==> config.mk <==
export PLATFORM = sky130hd
export DESIGN_NAME = fetch_unit
export DESIGN_NICKNAME = d
export VERILOG_FILES = /design/src/rtl/fetch_unit.sv
export SDC_FILE = /design/constraint.sdc
export NUM_CORES = 1
export LEC_CHECK = 0
export CORE_ASPECT_RATIO = 1.2
export CORE_MARGIN = 2
export CORE_UTILIZATION = 34
export DETAILED_ROUTE_END_ITERATION = 10
export PLACE_DENSITY = 0.66
export SLEW_MARGIN = 20
export SYNTH_ARGS = -nofsm -noshare
export SYNTH_HDL_FRONTEND = slang
export SYNTH_SLANG_ARGS = --single-unit
==> constraint.sdc <==
create_clock -name Clock -period 3.9 [get_ports Clock]
set_input_delay 1.17 -clock Clock [delete_from_list [all_inputs] [get_ports Clock]]
set_output_delay 1.17 -clock Clock [all_outputs]
set_load 0.005 [all_outputs]
==> src/rtl/fetch_unit.sv <==
// Instruction fetch stage: owns the PC, reads a combinational instruction memory,
// and hands each non-zero word to decode through a one-entry fetch register.
module fetch_unit #(
    parameter int            L        = 16,
    parameter logic [L-1:0]  RESET_PC = '0
) (
    input  logic         Clock,
    input  logic         ResetN,
    output logic [L-1:0] Address,
    input  logic [L-1:0] Instruction,
    input  logic         DecodeReady,
    input  logic         Redirect,
    input  logic [L-1:0] RedirectTarget,
    output logic         FetchValid,
    output logic [L-1:0] FetchInstr,
    output logic [L-1:0] FetchPC,
    output logic         Halted,
    output logic [L-1:0] FetchCount,
    output logic [1:0]   DebugState
);

    typedef enum logic [1:0] {
        ST_IDLE   = 2'd0,
        ST_RUN    = 2'd1,
        ST_HALTED = 2'd2
    } state_e;

    state_e       state_q;
    logic [L-1:0] pc_q;
    logic         valid_q;
    logic [L-1:0] instr_q;
    logic [L-1:0] fpc_q;
    logic         halted_q;
    logic [L-1:0] count_q;

    // Decode handshake: a word transfers on any edge where FetchValid and
    // DecodeReady are both high; FetchValid never drops without that transfer
    // except on Redirect or reset, and the register may refill in the same cycle.
    logic advance;
    logic handshake;

    assign advance   = !valid_q || DecodeReady;
    assign handshake = valid_q && DecodeReady;

    always_ff @(posedge Clock or negedge ResetN) begin
        if (!ResetN) begin
            state_q  <= ST_IDLE;
            pc_q     <= RESET_PC;
            valid_q  <= 1'b0;
            instr_q  <= '0;
            fpc_q    <= '0;
            halted_q <= 1'b0;
            count_q  <= '0;
        end else begin
            // A handshake on a redirect cycle still counts; the flush follows it.
            if (handshake) begin
                count_q <= count_q + L'(1);
            end

            if (Redirect) begin
                pc_q     <= RedirectTarget;
                valid_q  <= 1'b0;
                halted_q <= 1'b0;
                state_q  <= ST_RUN;
            end else begin
                case (state_q)
                    ST_IDLE: begin
                        state_q <= ST_RUN;
                    end
                    ST_RUN: begin
                        if (advance) begin
                            if (Instruction != '0) begin
                                instr_q <= Instruction;
                                fpc_q   <= pc_q;
                                valid_q <= 1'b1;
                                pc_q    <= pc_q + L'(1);
                            end else begin
                                // Zero word marks unmapped memory; never shown to decode.
                                valid_q  <= 1'b0;
                                halted_q <= 1'b1;
                                state_q  <= ST_HALTED;
                            end
                        end
                    end
                    ST_HALTED: begin
                        if (DecodeReady) begin
                            valid_q <= 1'b0;
                        end
                    end
                    default: begin
                        state_q <= ST_IDLE;
                    end
                endcase
            end
        end
    end

    assign Address    = pc_q;
    assign FetchValid = valid_q;
    assign FetchInstr = instr_q;
    assign FetchPC    = fpc_q;
    assign Halted     = halted_q;
    assign FetchCount = count_q;
    assign DebugState = state_q;

endmodule
==> results.py <==
metrics = {
    "drt": {
        "vias": 2632,
        "drc": 0,
        "ant_nets": 0,
        "routed_via_density": 5.14,
        "drt_first_pass_iters": 7,
        "wl_mm": 7.69,
        "drt_iter0_drc": 80,
        "wire_per_inst_um": 15.0,
    },
    "setup_path": {
        "cp_slowest_cell": "nor4_1",
        "slowest_delay_ns": 0.44,
        "cp_top_family": "simple AND/OR/NAND/NOR gates",
        "r2r_start": "Address[0]",
        "cp_max_fo": 18,
        "crit_arrival_ns": 3.24,
        "worstPathCellList": "clkdlybuf4s50_1 > nor4_1 > nand4_1 > nand3_2 > buf_4 > mux2_2",
        "cp-endpoint": "FetchInstr[2]",
        "cp-startpoint": "Instruction[10]",
        "r2r_cells": 5,
        "cp-start-kind": "input port",
        "timing.rr.end": "Address[10]",
        "path_buf_inv": 2,
        "cp-end-kind": "register",
        "worst_ep_required_time_ns": 4.12,
        "worst-path-stages": 6,
        "critical_path_class": "input port to register",
        "ff2ff_setup_slack_ns": 1.69,
    },
    "min_path": {
        "hold_path.class": "register to register",
        "min_path_cells": 1,
    },
    "synth": {
        "synth_area_leaders": "dfrtp_1 (54%), mux2_2 (10%), xnor2_1 (3.6%)",
        "synth-async-reset-ratio_pct": 100,
        "yosysTopAreaCell": "dfrtp_1",
        "yosysMostFrequentCell": "dfrtp_1",
        "ys_seq_area_share_pct": 54.4,
        "synth_commonest_cells": "dfrtp_1 (68), mux2_2 (28), nand2_1 (20)",
        "synthFlopType": "dfrtp_1",
        "ys_ff_latch": 68,
        "syn_area_mm2": 0.00313,
        "yosysTopAreaCellShare_pct": 54.4,
        "synthDistinctLibCells": 41,
        "synth_warnings": 0,
        "avgSynthCellArea_um2": 11.2,
        "syn_nets": 317,
        "synthCells": 279,
        "synth_edf_count": 0,
    },
    "sta": {
        "tns_ns": 0,
        "worst_clock_skew_ns": 0.00976,
        "max-slew-margin-rel_pct": 42.1,
        "max_freq_ghz": 0.331,
        "grt_setup_unrepaired": "false",
        "worstMarginPinSlew_ns": 0.868,
        "slew_violations": 0,
        "post-route-period-util_pct": 77.5,
        "setup_ws_ns": 0.879,
        "period_needed_ns": 3.02,
        "hold_viol": 0,
        "setup_violations": 0,
    },
    "finish": {
        "seq_area_mm2": 0.00170,
        "syn2layout_area_growth_pct": 44.0,
        "fillCellCount": 830,
        "multi_input_area_mm2": 0.00136,
        "finalNetCount": 426,
        "drive_gt1_share_pct": 14.0,
        "antenna_cells": 0,
        "design_area_mm2": 0.00450,
    },
    "grt": {
        "grt_busiest_layer": "met2",
        "overflow": 0,
        "grt_start_max_net_pins": 69,
        "grt_pass1_wl_mm": 12.7,
        "gr-usage-all-layers_pct": 16.1,
        "grtUsageMet1_pct": 20.4,
        "grt_pass1_vias": 2529,
        "met3_usage_pct": 4.56,
        "antenna_found_initial": 0,
        "gr-usage-met2_pct": 26.0,
    },
    "clocking": {
        "cts_max_level": 3,
        "cts_setup_buffers": 0,
        "cts-resized-gates": 0,
        "holdBufCountCts": 0,
        "cts.clk_slew.worst_paths_ns": 0.07,
        "cts_sinks": 68,
        "root_buffer": "clkbuf_8",
        "clk_path_buf_depth": 2,
        "cts_tree": "yes",
        "worstSkewPairLatency_ns": 0.34,
        "cts_buffers": 9,
    },
    "power_and_ir_drop": {
        "p_per_area_mw_per_mm2": 429,
        "p_leak_nw": 1.80,
        "peakVddDrop_mv": 0.183,
    },
    "placement": {
        "globalplace.congestion": 0.779,
        "dp_hpwl_mm": 5.43,
        "port_buffers": 103,
        "place_ws_ns": 0.475,
        "place_area_mm2": 0.00431,
    },
    "die": {
        "fp.dieW_um": 91.6,
        "coreArea_mm2": 0.00899,
        "die-area_mm2": 0.00999,
        "die_h_um": 109,
        "rows": 38,
        "io_pins": 104,
        "start_util_pct": 34.8,
    },
    "outcome": {
        "outcome": "completed",
    },
    "job": {
        "cap_violations": 0,
    },
}
## worst reg2reg max path, cell delays in order (launching register included)
cell and delay [ns]:
dfrtp_1 0.48, ha_1 0.26, nand2_1 0.08, or4_1 0.62
or4_1 0.51, a31oi_1 0.18
## power by group
part	switching (mW)	internal, mW	leakage (nW)
sequential	0.0939	0.808	0.810
clock	0.263	0.306	0.0979
combinational	0.157	0.303	0.892
## flip-flops by register name, summed over array words and instances (netlist names)
register,count
FetchInstr,16
DebugState,2
Address,16
FetchValid,1
Halted,1
FetchCount,16
FetchPC,16
## kinds of logic after synthesis
group           after synthesis  synth area share [%]
mux                          33                  11.9
xor+xnor                     15                  4.20
fa+ha+maj                     2                 0.800
compound gates               36                  7.72
simple gates                107                  18.6
flops                        68                  54.4
buf+inv                      18                  2.36
## worst min path at each step
stage	startpoint	endpoint	slack, ns
final	FetchCount[15]	FetchCount[15]	0.47
after global routing	FetchCount[15]	FetchCount[15]	0.50
after CTS	FetchCount[15]	FetchCount[15]	0.48
after detailed placement	FetchCount[15]	FetchCount[15]	0.47
after global placement	FetchCount[15]	FetchCount[15]	0.46
after floorplan	FetchCount[15]	FetchCount[15]	0.47
## layout make-up
type / instances / area share, %
Sequential cell: 68 / 37.8
Multi-Input combinational cell: 193 / 30.1
Timing Repair Buffer: 110 / 24.0
Tap cell: 120 / 3.33
Clock buffer: 10 / 3.06
Clock inverter: 5 / 1.17
Inverter: 6 / 0.500
## layout by cell type, fill, tap and decap left out, types with 2 or more instances in the layout
cell type and n:
a21oi_1 4, a31oi_1 9, and3_1 4, and4_1 3, buf_4 8, clkbuf_8 10
clkdlybuf4s50_1 102, clkinv_2 3, dfrtp_1 68, ha_1 2, inv_1 6, mux2_1 5
mux2_2 28, nand2_1 20, nand3_1 17, nand4_1 10, nor2_1 17, nor2b_1 3
nor3_1 4, nor4_1 9, o21a_1 2, o21ai_0 6, o311ai_0 3, o31ai_1 7
or3_1 2, or4_1 8, xnor2_1 13, xor2_1 2
## metal layers
metal,share of wire [%],routed length (µm),up-vias
li1,-,-,1249
met4,1.1,87,0
met2,49,3790,74
met3,6.0,465,8
met5,0,0,-
met1,44,3360,1301
## through the flow
stage	std cells	util [%]	total power, mW	hold WS [ns]
3_3_place_gp	497	48.0	1.37	0.460
4_1_cts	512	50.1	1.96	0.476
3_5_place_dp	497	48.0	1.38	0.466
2_1_floorplan	279	-	1.07	0.468
5_1_grt	512	50.1	2.05	0.497
6_report	512	50.1	1.93	0.471
Power figures use the tool's default switching activity.
